$ cat config.mk
export PLATFORM = sky130hd
export DESIGN_NAME = iris_mem_arbiter
export DESIGN_NICKNAME = d
export VERILOG_FILES = /design/src/rtl/iris_mem_pkg.sv /design/src/rtl/iris_arb_pick.sv /design/src/rtl/iris_mem_arbiter.sv
export SDC_FILE = /design/constraint.sdc
export NUM_CORES = 1
export LEC_CHECK = 0
export ABC_AREA = 1
export ABC_CLOCK_PERIOD_IN_PS = 4160
export BUFFER_PORTS_ARGS = -buffer_cell sky130_fd_sc_hd__buf_4
export CAP_MARGIN = 20
export CELL_PAD_IN_SITES_DETAIL_PLACEMENT = 1
export CELL_PAD_IN_SITES_GLOBAL_PLACEMENT = 1
export CORE_MARGIN = 2
export CORE_UTILIZATION = 36
export DETAILED_ROUTE_END_ITERATION = 10
export PLACE_DENSITY_LB_ADDON = 0.1
export SYNTH_ARGS = -nofsm -noshare
export SYNTH_HDL_FRONTEND = slang
export SYNTH_SLANG_ARGS = --single-unit
export TNS_END_PERCENT = 5
$ cat constraint.sdc
create_clock -name clk -period 4.16 [get_ports clk]
set_input_delay 0.208 -clock clk [delete_from_list [all_inputs] [get_ports clk]]
set_output_delay 0.208 -clock clk [all_outputs]
set_load 0.03 [all_outputs]
$ cat src/rtl/iris_mem_pkg.sv
// iris_mem_pkg -- shared definitions for the iris memory arbiter.
//   DEF_DATA_WIDTH / DEF_ADDR_WIDTH : default word and word-address widths
//   BE_WIDTH                        : byte-enable width for the default word
//   state_t                         : arbiter FSM states
//   port_t                          : requester identity (instruction / data)
package iris_mem_pkg;

  localparam int DEF_DATA_WIDTH = 24;
  localparam int DEF_ADDR_WIDTH = 16;
  localparam int BE_WIDTH       = DEF_DATA_WIDTH / 8;

  typedef enum logic [1:0] {
    ST_IDLE,
    ST_ACCESS,
    ST_WAIT,
    ST_RESP
  } state_t;

  typedef enum logic {
    PORT_I,
    PORT_D
  } port_t;

endpackage

$ cat src/rtl/iris_arb_pick.sv
// iris_arb_pick -- two-requester grant selection.
//   i_req, d_req : pending requests from the instruction and data ports
//   last_grant   : port granted on the previous acceptance
//   grant        : one-hot grant, [0] = instruction, [1] = data
// On conflict the port that was not granted last wins; a caller that pins
// last_grant to PORT_I obtains fixed data-port priority.
module iris_arb_pick
  import iris_mem_pkg::*;
(
  input  logic       i_req,
  input  logic       d_req,
  input  port_t      last_grant,
  output logic [1:0] grant
);

  always_comb begin
    grant = '0;
    if (i_req && d_req) begin
      if (last_grant == PORT_D) grant[0] = 1'b1;
      else                      grant[1] = 1'b1;
    end else begin
      grant[0] = i_req;
      grant[1] = d_req;
    end
  end

endmodule

$ cat src/rtl/iris_mem_arbiter.sv
// iris_mem_arbiter -- shares one synchronous memory between an instruction
// read port and a data read/write port, one transaction in flight at a time.
//   clk, rst                       : clock, asynchronous active-high reset
//   i_req/i_addr                   : instruction read request
//   i_ready/i_done/i_rdata         : accept strobe, completion pulse, read data
//   d_req/d_we/d_addr/d_wdata/d_be : data request (read or byte-masked write)
//   d_ready/d_done/d_rdata         : accept strobe, completion pulse, read data
//   mem_*                          : registered memory interface, mem_rdata in
// Build option: define IRIS_ARB_RR_EN for round-robin arbitration on
// conflict; otherwise the data port always wins.
module iris_mem_arbiter
  import iris_mem_pkg::*;
#(
  parameter int DATA_WIDTH = DEF_DATA_WIDTH,
  parameter int ADDR_WIDTH = DEF_ADDR_WIDTH,
  parameter int RD_LAT     = 2
)(
  input  logic                    clk,
  input  logic                    rst,
  input  logic                    i_req,
  input  logic [ADDR_WIDTH-1:0]   i_addr,
  output logic                    i_ready,
  output logic                    i_done,
  output logic [DATA_WIDTH-1:0]   i_rdata,
  input  logic                    d_req,
  input  logic                    d_we,
  input  logic [ADDR_WIDTH-1:0]   d_addr,
  input  logic [DATA_WIDTH-1:0]   d_wdata,
  input  logic [DATA_WIDTH/8-1:0] d_be,
  output logic                    d_ready,
  output logic                    d_done,
  output logic [DATA_WIDTH-1:0]   d_rdata,
  output logic [ADDR_WIDTH-1:0]   mem_addr,
  output logic [DATA_WIDTH-1:0]   mem_wdata,
  output logic [DATA_WIDTH/8-1:0] mem_be,
  output logic                    mem_we,
  output logic                    mem_ce,
  input  logic [DATA_WIDTH-1:0]   mem_rdata
);

  localparam logic [3:0] CNT_LOAD = 4'(RD_LAT - 1);

  state_t     state, state_nxt;
  port_t      port_q;
  port_t      last_grant;
  logic [3:0] cnt;
  logic [1:0] grant;
  logic       accept_i, accept_d, accept;

`ifdef IRIS_ARB_RR_EN
  always_ff @(posedge clk or posedge rst) begin
    if (rst)         last_grant <= PORT_I;
    else if (accept) last_grant <= accept_d ? PORT_D : PORT_I;
  end
`else
  // Pinning last_grant to the instruction port makes the picker favour data.
  assign last_grant = PORT_I;
`endif

  iris_arb_pick u_pick (
    .i_req      (i_req),
    .d_req      (d_req),
    .last_grant (last_grant),
    .grant      (grant)
  );

  assign i_ready  = (state == ST_IDLE) && !rst && grant[0];
  assign d_ready  = (state == ST_IDLE) && !rst && grant[1];
  assign accept_i = i_req && i_ready;
  assign accept_d = d_req && d_ready;
  assign accept   = accept_i || accept_d;

  assign i_done = (state == ST_RESP) && (port_q == PORT_I);
  assign d_done = (state == ST_RESP) && (port_q == PORT_D);

  always_ff @(posedge clk or posedge rst) begin
    if (rst) state <= ST_IDLE;
    else     state <= state_nxt;
  end

  // WAIT spans RD_LAT cycles; mem_rdata is captured on its final cycle.
  always_comb begin
    state_nxt = state;
    case (state)
      ST_IDLE:   if (accept) state_nxt = ST_ACCESS;
      ST_ACCESS: state_nxt = mem_we ? ST_RESP : ST_WAIT;
      ST_WAIT:   if (cnt == '0) state_nxt = ST_RESP;
      ST_RESP:   state_nxt = ST_IDLE;
      default:   state_nxt = ST_IDLE;
    endcase
  end

  // The mem_* registers double as the captured request; mem_we in ACCESS
  // therefore steers the FSM between the write and read paths.
  always_ff @(posedge clk or posedge rst) begin
    if (rst) begin
      cnt       <= '0;
      port_q    <= PORT_I;
      mem_ce    <= 1'b0;
      mem_we    <= 1'b0;
      mem_addr  <= '0;
      mem_wdata <= '0;
      mem_be    <= '1;
      i_rdata   <= '0;
      d_rdata   <= '0;
    end else begin
      mem_ce <= accept;
      mem_we <= accept_d && d_we;
      if (accept_d) begin
        mem_addr  <= d_addr;
        mem_wdata <= d_wdata;
        mem_be    <= d_be;
        port_q    <= PORT_D;
      end else if (accept_i) begin
        mem_addr  <= i_addr;
        mem_be    <= '1;
        port_q    <= PORT_I;
      end
      if (state == ST_ACCESS)
        cnt <= CNT_LOAD;
      else if (state == ST_WAIT && cnt != '0)
        cnt <= cnt - 1'b1;
      if (state == ST_WAIT && cnt == '0) begin
        if (port_q == PORT_I) i_rdata <= mem_rdata;
        else                  d_rdata <= mem_rdata;
      end
    end
  end

endmodule

== After elaboration in Yosys (flattened, before gate mapping) ==
Index checks and enable logic that the tools add are counted.

* Register bits: 100
* Input bits: 88
* Output and inout port bits: 97

* Add/sub/neg operators: 1
* Bitwise operators: 1
* Reductions and logical operators: 21
* Equal/unequal tests: 5
* Mux-type cells: 13

{| class="wikitable"
|+ Operators with widths
! cell !! count
|-
| 16-bit 2-to-1 mux || 2
|-
| 1-bit logical AND || 11
|-
| 4-bit 2-to-1 mux || 2
|-
| 2-bit one-hot mux with 4 select lines || 1
|-
| 2-bit 2-to-1 mux || 3
|-
| 3-bit 2-to-1 mux || 2
|-
| 2-bit AND reduction || 3
|-
| 2-bit equality test (second input constant) || 2
|-
| 4-bit logical NOT || 1
|-
| 2-bit != test (second input constant) || 2
|-
| 2-bit nonzero test || 2
|-
| 4-bit nonzero test || 1
|-
| 4-bit by 1-bit subtractor with 4-bit output (second input constant) || 1
|-
| 1-bit 2-to-1 mux || 3
|-
| 2-bit by 1-bit equality test with 1-bit output (second input constant) || 1
|-
| 2-bit logical NOT || 1
|-
| 1-bit logical NOT || 1
|-
| 1-bit logical OR || 1
|-
| 1-bit NOT || 1
|}

== Longest topological paths before layout ==
* Depth after elaboration: 7
* Depth in mapped cells: 10

== Cells and area by module ==
Synthesis repeated with hierarchy kept, for this count alone.

* Cell total of the unflattened synthesis: 466
* Area, all modules: 4241.6 um2

{| class="wikitable"
|+ By module, submodules not included
! module !! cells an instance !! area an instance (um2) !! instances
|-
| iris_mem_arbiter || 461 || 4220.3 || 1
|-
| iris_arb_pick || 5 || 21.3 || 1
|}

== Least setup slack after synthesis ==
OpenSTA, ideal clock, no wires.

* Kind: reg2out
* Start: register state[0]
* End: output d_ready
* Arrival time: 1294 ps
* Buffers on the path: 1
* Cell stages (with the launch flop): 8
* Slack: 2658 ps
* Path through: dfrtp_1 inv_1 ha_1 inv_1 nor2_4 nand2_2 inv_2 buf_2

* Word-level cells in the longest chain between the ends: 3

{| class="wikitable"
|+ RTL lines
! what !! line !! text
|-
| start, declared || iris_mem_arbiter.sv:43 || <nowiki>state_t state, state_nxt;</nowiki>
|-
| start signal, assigned || iris_mem_arbiter.sv:78 || <nowiki>else state <= state_nxt;</nowiki>
|-
| 2-bit logical NOT || iris_mem_arbiter.sv:68 || <nowiki>assign d_ready = (state == ST_IDLE) && !rst && grant[1];</nowiki>
|-
| 1-bit logical AND (2 in series) || iris_mem_arbiter.sv:68 ||
|-
| end, declared || iris_mem_arbiter.sv:30 || <nowiki>output logic d_ready,</nowiki>
|}

Every way passes these cells.

== Worst setup path in the final report ==
Same ends and word-level chain as after synthesis.

==> Flow_metrics.wiki <==
{| class="wikitable"
! Metric !! Value
|-
| Run status || finished clean
|-
| Global router's overall resource usage || 18.8%
|-
| Syn. warnings || 0
|-
| Ant diodes || 0
|-
| Ordered cell list for the critical path || inv_1 > ha_1 > inv_1 > nor2_4 > nand2_2 > buf_4 > inv_2 > buf_4
|-
| Clock tree root buffer cell || clkbuf_16
|-
| Setup repair after global routing missed its margin || false
|-
| Mean instance size in the synthesized netlist || 8.73 sq um
|-
| Post-synth net total || ~580
|-
| Post-synth top area share || a little under three fifths
|-
| Area grow syn2layout || 41.2%
|-
| Worst Setup Path Type || flop to output port
|-
| Kind of start point of the critical path || flop
|-
| Max Cap Viol || 0
|-
| Setup Total Neg Slack || 0 ns
|-
| Hold buffer count at CTS || 0
|-
| Library cell contributing the largest single delay on the critical path || buf_4
|-
| Per-cell routed wire length || 14.0 microns
|-
| Post-route DRC || 0
|-
| Core box area || 11,500 sq um
|-
| Number of buffers inserted during clock tree synthesis || 9
|-
| Post-layout instance area || 5980 sq um
|-
| DP Wirelength || 8350 microns
|-
| Min-Delay Path Class || input pin to async pin
|-
| Number of antenna violations at the first check in global routing || 0
|-
| Cell row count || 39
|-
| Vias || 3,691
|-
| Vias per Instance || 4.56
|-
| Endpoints failing hold || 0
|-
| Quantity of I/O buffers inserted on ports || 184
|-
| Top fanout value on the critical path || 61
|-
| Longest individual stage delay on the worst path || 0.45 ns
|-
| Worst-Skew Late Latency || between 0.3 and 0.4 ns
|-
| TritonCTS clock tree || done
|-
| Clock-pin transition on the worst setup and hold timing paths || roughly 0.06 ns
|-
| Count of flip-flops with a built-in enable after synthesis || 0
|-
| Post-place instance area || about 5700 sq um
|-
| Overall die height || 112 microns
|-
| Number of library cell types mapped by synthesis || 23
|-
| Number of H-tree levels || 3
|-
| Post-CTS setup buffer count || 0
|-
| Grt total ovfl || 0
|-
| Most common cell in the netlist || nand2_1
|-
| Tightest slew margin relative to the limit || 33.3%
|-
| Leading register cell type out of synthesis || dfrtp_1
|-
| Leading cell types by count after synthesis || 202 x nand2_1, 97 x dfrtp_1, 54 x inv_1, 32 x o21ai_1, 25 x o21ai_0
|-
| Die boundary width || 112 microns
|-
| Most area-consuming cells after synthesis || dfrtp_1 57%, nand2_1 18%, inv_1 4.8%
|-
| Placed insts || just under 800
|-
| Register bit count reported by yosys || 100
|-
| Vias in the first global route || 3,919
|-
| Synth async-reset ratio || 100%
|-
| Clock sink count || 100
|-
| Max clock buf depth || 2
|-
| Top Ports || 185
|-
| Synth Instances || 485
|-
| Total count of max-transition violations in the final report || 0
|-
| Min Hold Slack || 0.0557 ns
|-
| Remaining antenna violation count || 0
|-
| Max frequency || 387 MHz
|-
| Total Routed Length || 11,300 microns
|-
| Actual transition at the worst max-transition pin || slightly below 1 ns
|-
| Arrival time reported for the critical path endpoint || between 2 and 2.5 ns
|-
| Drt pass-1 iters || 4
|-
| Lkg Pwr || 3.40 nW
|-
| Critical Path Sink Type || output port
|-
| Proportion of layout cells with a drive suffix above 1 || 33.5%
|-
| Sequential element share of the synthesized area || 59.2%
|-
| Non-filler instance count after layout || 809
|-
| Net count reported at finish || ~760
|-
| Post-Route Skew || 0.00374 ns
|-
| Portion of the clock cycle consumed by the worst path in the final layout || 62.1%
|-
| Required time at the endpoint of the critical path || 3.95 ns
|-
| Area of the die || 12,600 sq um
|-
| Total of cells resized after clock tree synthesis || 0
|-
| Max rail drop VDD || 0.508 mV
|-
| Iter 0 DRT Violations || 139
|-
| Pin count of the biggest net entering global routing || 67
|-
| Ratio of total power to cell area || between 800 and 900 nW/um^2
|-
| Final setup violation count || 0
|-
| First-pass GRT wire length || 19,000 microns
|-
| Util after Layout || 52.1%
|-
| Cell area after synthesis || 4230 sq um
|-
| Weighted congestion at the end of routability-driven global placement || ~0.78
|-
| Cell type with the largest total area after synthesis || dfrtp_1
|-
| Final Critical Period || about 2.6 ns
|-
| Effective utilization at floorplan || a little under two fifths
|}
## kinds of logic (layout without fill, tap and decap cells)
family          Yosys count  in the layout  share of synthesized area (%)
buf+inv                  77            258                           8.19
fa+ha+maj                 6              6                           1.77
flops                   100            100                           59.2
simple gates            233            233                           21.8
compound gates           69             69                           9.05
## cell type report
cell class,count,area (sq um)
clock inverters,5,50.0
fillers,1371,5490
flip-flops and latches,100,2510
well taps,143,179
inverters,56,213
clock buffers,11,253
repair buffers,186,1400
multi-input cells,308,1380
## cell usage in the layout, fill, tap and decap left out
| cell type | synthesis | final |
|---|---|---|
| a21boi_0 | 1 | 1 |
| nand2_2 | 2 | 2 |
| bufinv_16 | 0 | 1 |
| dfrtp_1 | 97 | 97 |
| clkinv_2 | 0 | 4 |
| nand2_1 | 202 | 202 |
| buf_4 | 0 | 186 |
| nand4_1 | 2 | 2 |
| dfstp_2 | 3 | 3 |
| a21oi_1 | 1 | 1 |
| nand3b_2 | 1 | 1 |
| nor2_1 | 16 | 16 |
| inv_4 | 0 | 1 |
| inv_2 | 2 | 2 |
| clkbuf_16 | 0 | 9 |
| o21ai_0 | 25 | 25 |
| o21ai_2 | 9 | 9 |
| inv_1 | 54 | 53 |
| nand3_2 | 1 | 1 |
| nor2_4 | 2 | 2 |
| nand3_1 | 7 | 7 |
| clkbuf_8 | 0 | 2 |
| ha_1 | 6 | 6 |
| o21ai_1 | 32 | 32 |
| a31oi_1 | 1 | 1 |
## critical path, delay by kind of cell, from the launching register on
kind	cells	cell delay, ns
buf+inv	5	1.28
fa+ha+maj	1	0.23
simple gates	2	0.09
flops	1	0.42
## flip-flops by register name (all words and copies together), names as in the netlist
register,cells
d_rdata,24
i_rdata,24
mem_wdata,24
mem_addr,16
cnt,4
mem_be,3
state,2
mem_ce,1
mem_we,1
port_q,1
## per-stage QoR
| step | power, mW | setup WS [ns] |
|---|---|---|
| 6_report | 5.14 | 1.58 |
| 5_1_grt | 5.50 | 1.34 |
| 4_1_cts | 5.22 | 1.51 |
| 3_5_place_dp | 4.35 | 1.89 |
| 3_3_place_gp | 4.26 | 1.96 |
| 2_1_floorplan | 3.31 | 1.34 |
## worst paths after layout
kind	from	cells after the start	slack [ns]	to
max in group asynchronous	rst	3	3.13	mem_be[1]
min in group clk	d_wdata[2]	3	0.06	mem_wdata[2]
worst min-delay path	rst	2	0.06	state[0]
worst max register to register	cnt[0]	6	1.95	i_rdata[4]
worst min register to register	mem_wdata[16]	2	0.48	mem_wdata[16]
worst max-delay path	state[0]	8	1.58	d_ready
## per-layer routing
metal / share of wire [%] / global-route usage, % / vias up
li1: - / - / 1832
met1: 43 / 23.6 / 1719
met2: 46 / 30.3 / 127
met3: 9.3 / 6.43 / 13
met4: 1.6 / 6.59 / 0
met5: 0 / 0 / -
## power by group
part | switching, mW | internal (mW) | total (mW)
logic | 1.64 | 0.917 | 2.56
registers | 0.290 | 1.45 | 1.74
clock network | 0.352 | 0.495 | 0.847
total | 2.28 | 2.86 | 5.14
Power figures use the tool's default switching activity.
